[config.mk]
export PLATFORM = sky130hd
export DESIGN_NAME = stage_if_prefetch
export DESIGN_NICKNAME = d
export VERILOG_FILES = /design/src/rtl/stage_if_prefetch.sv
export SDC_FILE = /design/constraint.sdc
export NUM_CORES = 1
export LEC_CHECK = 0
export ABC_AREA = 1
export BUFFER_PORTS_ARGS = -buffer_cell sky130_fd_sc_hd__buf_2
export CAP_MARGIN = 20
export CELL_PAD_IN_SITES_DETAIL_PLACEMENT = 2
export CELL_PAD_IN_SITES_GLOBAL_PLACEMENT = 2
export CORE_AREA = 2 2 108 163
export DETAILED_ROUTE_END_ITERATION = 10
export DIE_AREA = 0 0 110 165
export PLACE_DENSITY = 0.95
export SLEW_MARGIN = 25
export SYNTH_ARGS = -nofsm -noshare
export SYNTH_HDL_FRONTEND = slang
export SYNTH_SLANG_ARGS = --single-unit
[constraint.sdc]
create_clock -name clk -period 9 [get_ports clk]
set_input_delay 2.7 -clock clk [delete_from_list [all_inputs] [get_ports clk]]
set_output_delay 2.7 -clock clk [all_outputs]
set_load 0.005 [all_outputs]
[src/rtl/stage_if_prefetch.sv]
`default_nettype none
// ---------------------------------------------------------------------------
// stage_if_prefetch : IF stage with a DEPTH-entry {pc, instr} prefetch queue
// Revision: 1.0
// ---------------------------------------------------------------------------
module stage_if_prefetch #(
  parameter int          DEPTH    = 4,
  parameter logic [15:0] RESET_PC = 16'h0000
) (
  input  logic        clk,
  input  logic        rst,
  output logic [11:0] Instruction_addressbus,
  input  logic [15:0] Instruction_databus,
  input  logic        redirect,
  input  logic [15:0] redirect_pc,
  input  logic        out_ready,
  output logic        out_valid,
  output logic [15:0] out_pc,
  output logic [15:0] out_instr,
  output logic [3:0]  occupancy
);

  localparam int         PW      = $clog2(DEPTH);
  localparam logic [3:0] c_DEPTH = 4'(DEPTH);

  logic [15:0]   pc_mem_q    [DEPTH];
  logic [15:0]   instr_mem_q [DEPTH];
  logic [PW-1:0] rd_ptr_q, rd_ptr_d;
  logic [PW-1:0] wr_ptr_q, wr_ptr_d;
  logic [3:0]    count_q, count_d;
  logic [15:0]   fetch_pc_q, fetch_pc_d;
  logic          do_pop, do_push;

  always_comb begin
    do_pop     = (count_q != 4'd0) && out_ready;
    // A pop frees a slot in the same cycle, so a full queue still streams.
    do_push    = !redirect && ((count_q < c_DEPTH) || do_pop);
    rd_ptr_d   = rd_ptr_q;
    wr_ptr_d   = wr_ptr_q;
    count_d    = count_q;
    fetch_pc_d = fetch_pc_q;
    if (redirect) begin
      rd_ptr_d   = '0;
      wr_ptr_d   = '0;
      count_d    = 4'd0;
      fetch_pc_d = redirect_pc;
    end else begin
      if (do_push) begin
        wr_ptr_d   = wr_ptr_q + PW'(1);
        fetch_pc_d = fetch_pc_q + 16'd1;
      end
      if (do_pop) begin
        rd_ptr_d = rd_ptr_q + PW'(1);
      end
      count_d = count_q + {3'b000, do_push} - {3'b000, do_pop};
    end
  end

  always_ff @(posedge clk) begin
    if (rst) begin
      rd_ptr_q   <= '0;
      wr_ptr_q   <= '0;
      count_q    <= 4'd0;
      fetch_pc_q <= RESET_PC;
    end else begin
      rd_ptr_q   <= rd_ptr_d;
      wr_ptr_q   <= wr_ptr_d;
      count_q    <= count_d;
      fetch_pc_q <= fetch_pc_d;
      if (do_push) begin
        pc_mem_q[wr_ptr_q]    <= fetch_pc_q;
        instr_mem_q[wr_ptr_q] <= Instruction_databus;
      end
    end
  end

  assign Instruction_addressbus = fetch_pc_q[11:0];
  assign occupancy              = count_q;
  assign out_valid              = (count_q != 4'd0);
  assign out_pc                 = out_valid ? pc_mem_q[rd_ptr_q]    : 16'h0000;
  assign out_instr              = out_valid ? instr_mem_q[rd_ptr_q] : 16'h0000;

endmodule
`default_nettype wire

==> impl_metrics.csv <==
group,metric,value,unit
setup_path,critPathSlowestCell,"sky130_fd_sc_hd__clkinv_1",
timing,final.min_clock_period,5940,ps
hold_path,worstHoldEndpoint,"rd_ptr_q[0]",
timing,finalClockSkew,9.73,ps
synth,ys_seq_area_share,66.2,%
timing,timing_max_transition_violations_final,0,
pwr,power_density,221,mW/mm^2
cts,number_of_cts_inserted_buffers,17,
timing,hold_viol_final,0,
place,place.detailed.hpwl,13.8,mm
setup_path,critical-path-top-delay-family,"buffers and inverters",
drt,route.detailed.vias_per_inst,5.44,
cts,h_tree_depth,4,
cells_and_area,syn_to_final_growth,18.0,%
synth,synth_seq_cells,154,
global_route,grt_max_degree,66,
setup_path,r2r.worst_path.cells,12,
cells_and_area,layout-drive-gt1-share,20.6,%
drt,routed-via-count,4943,
global_route,grt_util_met3,4.81,%
die,rows,58,
global_route,met1_usage,26.5,%
global_route,wire_length_of_the_first_global_routing_pass,32.5,mm
setup_path,crit_path_max_fanout,65,
timing,maxClockFrequency,168,MHz
cts,cts.repair_timing.setup_buffer_count,0,
timing,final.setup.tns,0,ps
timing,max_slew.worst_pin.slew,817,ps
hold_path,holdCritPathClass,"reg -> reg",
place,gp_congestion,0.823,
cts,cts-root-buf,"sky130_fd_sc_hd__clkbuf_16",
cts,post_cts_hold_buffer_count,0,
global_route,met2_usage,46.6,%
die,die-area,0.0182,sq mm
synth,yosysWarnings,0,
die,die-height,165,um
setup_path,rrSetupSlack,6400,ps
timing,fin_hold_ws,510,ps
drt,route.final.wire_length,22.1,mm
global_route,first_global_vias,5552,
die,io_pins,85,
global_route,grt_util_all_layers,25.1,%
synth,synthesis.nets,662,
cts,tritoncts_clock_tree,"yes",
run_status,outcome,"finished, final reports clean",
setup_path,cp_class,"reg -> out",
cells_and_area,n_antenna_cell,0,
synth,synthDistinctLibCells,30,
hold_path,worst_hold_path.num_cells,1,
cts,clkLatencyLatePin,430,ps
pwr,max-vdd-ir-drop,0.000141,V
drt,wl_per_cell,24.3,um
setup_path,worst_setup_path_start_kind,"flip-flop",
cts,numClockSinks,154,
timing,grt_setup_unrepaired,"false",
flow_run,max_capacitance_violation_total,0,
die,design.core.area,0.0166,sq mm
drt,drt_iter0_markers,340,
die,floorplan.initialDensity,39.6,%
place,numPortBuffers,84,
synth,post_synth_inst_count,615,
cells_and_area,finalNetCount,733,
setup_path,worst_setup_path_end_kind,"output pin",
setup_path,cp.required,6300,ps
hold_path,worst_hold_startpoint,"rd_ptr_q[0]",
drt,drc,0,
synth,synth.avg_cell_area,10.7,sq um
timing,timing.final.setup_violations,0,
cts,cts_resized,0,
cts,cts.reportedPaths.clkPinSlew,60,ps
timing,finalCritPeriodShare,66.0,%
setup_path,crit_cells,5,
global_route,grt_antenna_before_repair,1,
setup_path,critPathMaxStageDelay,880,ps
drt,postRouteAntennaNets,0,
global_route,globalRoute.busiestLayer,"met2",
timing,relSlewSlack,45.2,%
setup_path,worst-endpoint-arrival,3240,ps
cts,clock_path_buffers,2,
die,die_width,110,um
setup_path,worst_r2r_startpoint,"occupancy[2]",
global_route,gr-total-overflow,0,
setup_path,critical_path.n_buffers_inverters,3,
drt,pre_antenna_drt_iters,4,
pwr,power.static_leakage,2.96,nW
setup_path,critical_path.reg2reg.endpoint,"occupancy[2]",
synth,synth.cell_area,0.00659,sq mm
setup_path,crit_chain,"clkinv_1 > buf_4 > o21ai_0 > a21oi_1 > buf_2",
## layout by cell type, fill, tap and decap left out, drive strengths merged
| cell type | count |
|---|---|
| edfxtp | 128 |
| nor3 | 3 |
| a31oi | 4 |
| a21oi | 50 |
| clkbuf | 23 |
| clkinv | 4 |
| nand3 | 14 |
| a211oi | 1 |
| nand2 | 52 |
| nor2 | 152 |
| xnor2 | 1 |
| xor2 | 8 |
| inv | 44 |
| ha | 10 |
| o21ai | 84 |
| buf | 91 |
| nand4 | 3 |
| fa | 1 |
| dfxtp | 26 |
## cell usage after synthesis
cell type                    n  area (sq um)
sky130_fd_sc_hd__nor2_1    148           556
sky130_fd_sc_hd__edfxtp_1  128          3840
sky130_fd_sc_hd__o21ai_0    69           345
sky130_fd_sc_hd__a21oi_1    47           235
sky130_fd_sc_hd__nand2_1    46           173
sky130_fd_sc_hd__inv_1      37           139
sky130_fd_sc_hd__dfxtp_1    26           521
sky130_fd_sc_hd__clkbuf_1   15          56.3
sky130_fd_sc_hd__o21ai_1    15          75.1
sky130_fd_sc_hd__buf_4      12          90.1
sky130_fd_sc_hd__nand3_1    11          55.1
sky130_fd_sc_hd__ha_1       10           125
sky130_fd_sc_hd__buf_2       9          45.0
sky130_fd_sc_hd__xor2_1      8          70.1
sky130_fd_sc_hd__a31oi_1     4          25.0
sky130_fd_sc_hd__nand2_2     4          25.0
sky130_fd_sc_hd__a21oi_2     3          26.3
sky130_fd_sc_hd__nand3_2     3          30.0
sky130_fd_sc_hd__nand4_1     3          18.8
sky130_fd_sc_hd__nor3_1      3          15.0
sky130_fd_sc_hd__buf_1       2          7.51
sky130_fd_sc_hd__nand2_4     2          22.5
sky130_fd_sc_hd__nor2_2      2          12.5
sky130_fd_sc_hd__nor2_4      2          22.5
sky130_fd_sc_hd__a211oi_1    1          7.51
sky130_fd_sc_hd__buf_6       1          11.3
sky130_fd_sc_hd__clkinv_1    1          3.75
sky130_fd_sc_hd__fa_1        1          20.0
sky130_fd_sc_hd__inv_2       1          3.75
sky130_fd_sc_hd__xnor2_1     1          8.76
## stage by stage
| step | utilization (%) | power, mW | area (sq um) | instances | setup WS [ps] |
|---|---|---|---|---|---|
| detailed placement | 42.8 | 1.02 | 7120 | 873 | 3510 |
| finish | 46.8 | 1.72 | 7780 | 909 | 3060 |
| floorplan | - | 0.932 | 6590 | 615 | 4130 |
| CTS | 46.2 | 1.72 | 7670 | 905 | 3000 |
| global placement | 42.8 | 1.00 | 7120 | 873 | 3210 |
| global route | 46.8 | 1.77 | 7780 | 909 | 2760 |
## worst reg2reg max path, cell delays in order, from the launching register on
cell and delay, ps:
sky130_fd_sc_hd__dfxtp_1 330, sky130_fd_sc_hd__inv_1 80, sky130_fd_sc_hd__ha_1 240, sky130_fd_sc_hd__nand2_2 120, sky130_fd_sc_hd__nand2_4 90, sky130_fd_sc_hd__a21oi_2 570, sky130_fd_sc_hd__nand2_1 120, sky130_fd_sc_hd__nand2_1 100
sky130_fd_sc_hd__ha_1 170, sky130_fd_sc_hd__inv_1 70, sky130_fd_sc_hd__fa_1 380, sky130_fd_sc_hd__xor2_1 160, sky130_fd_sc_hd__nor2_1 60
## logic make-up after synthesis
family                     count (synthesis)  share of synthesized area (%)
adders and majority gates                 11                           2.20
buffers and inverters                     78                           5.41
DFF                                      154                           66.2
xor gates and xnor gates                   9                           1.20
AOI/OAI and AO/OA                        139                           10.8
and+or+nand+nor                          224                           14.1
## metal layers
layer | up-vias | part of all wire (%)
met1 | 2511 | 38
met4 | 2 | 3.5
met2 | 138 | 56
met5 | - | 0.050
li1 | 2241 | -
met3 | 51 | 3.2
## flip-flops by register name (all words and copies together) (netlist names), named ones only
name	count
fetch_pc_q	16
instr_mem_q	64
wr_ptr_q	2
occupancy	4
pc_mem_q	64
rd_ptr_q	2
## final cells by class
type / instances / area [sq um]
Fill cell: 1700 / 8840
Multi-Input combinational cell: 383 / 1900
Timing Repair Buffer: 91 / 546
Inverter: 39 / 146
Sequential cell: 154 / 4370
Clock buffer: 23 / 499
Tap cell: 210 / 263
Clock inverter: 9 / 57.6
## where the power goes
| group | leakage [nW] | total, mW | internal [mW] | switching (mW) |
|---|---|---|---|---|
| Clock | 0.284 | 0.703 | 0.393 | 0.310 |
| Sequential | 1.39 | 0.829 | 0.800 | 0.0294 |
| Combinational | 1.29 | 0.185 | 0.0620 | 0.123 |
| Total | 2.96 | 1.72 | 1.25 | 0.462 |
## worst max path at each step
stage                          from                 to  slack [ps]
after detailed placement  flip-flop          out_pc[8]        3510
after global placement    flip-flop          out_pc[5]        3210
final                     flip-flop          out_pc[8]        3060
after CTS                 flip-flop          out_pc[7]        3000
after global routing      flip-flop          out_pc[8]        2760
after floorplan            redirect  instr_mem_q[0][0]        4130
Note: power is estimated with default switching activity, not from simulation.
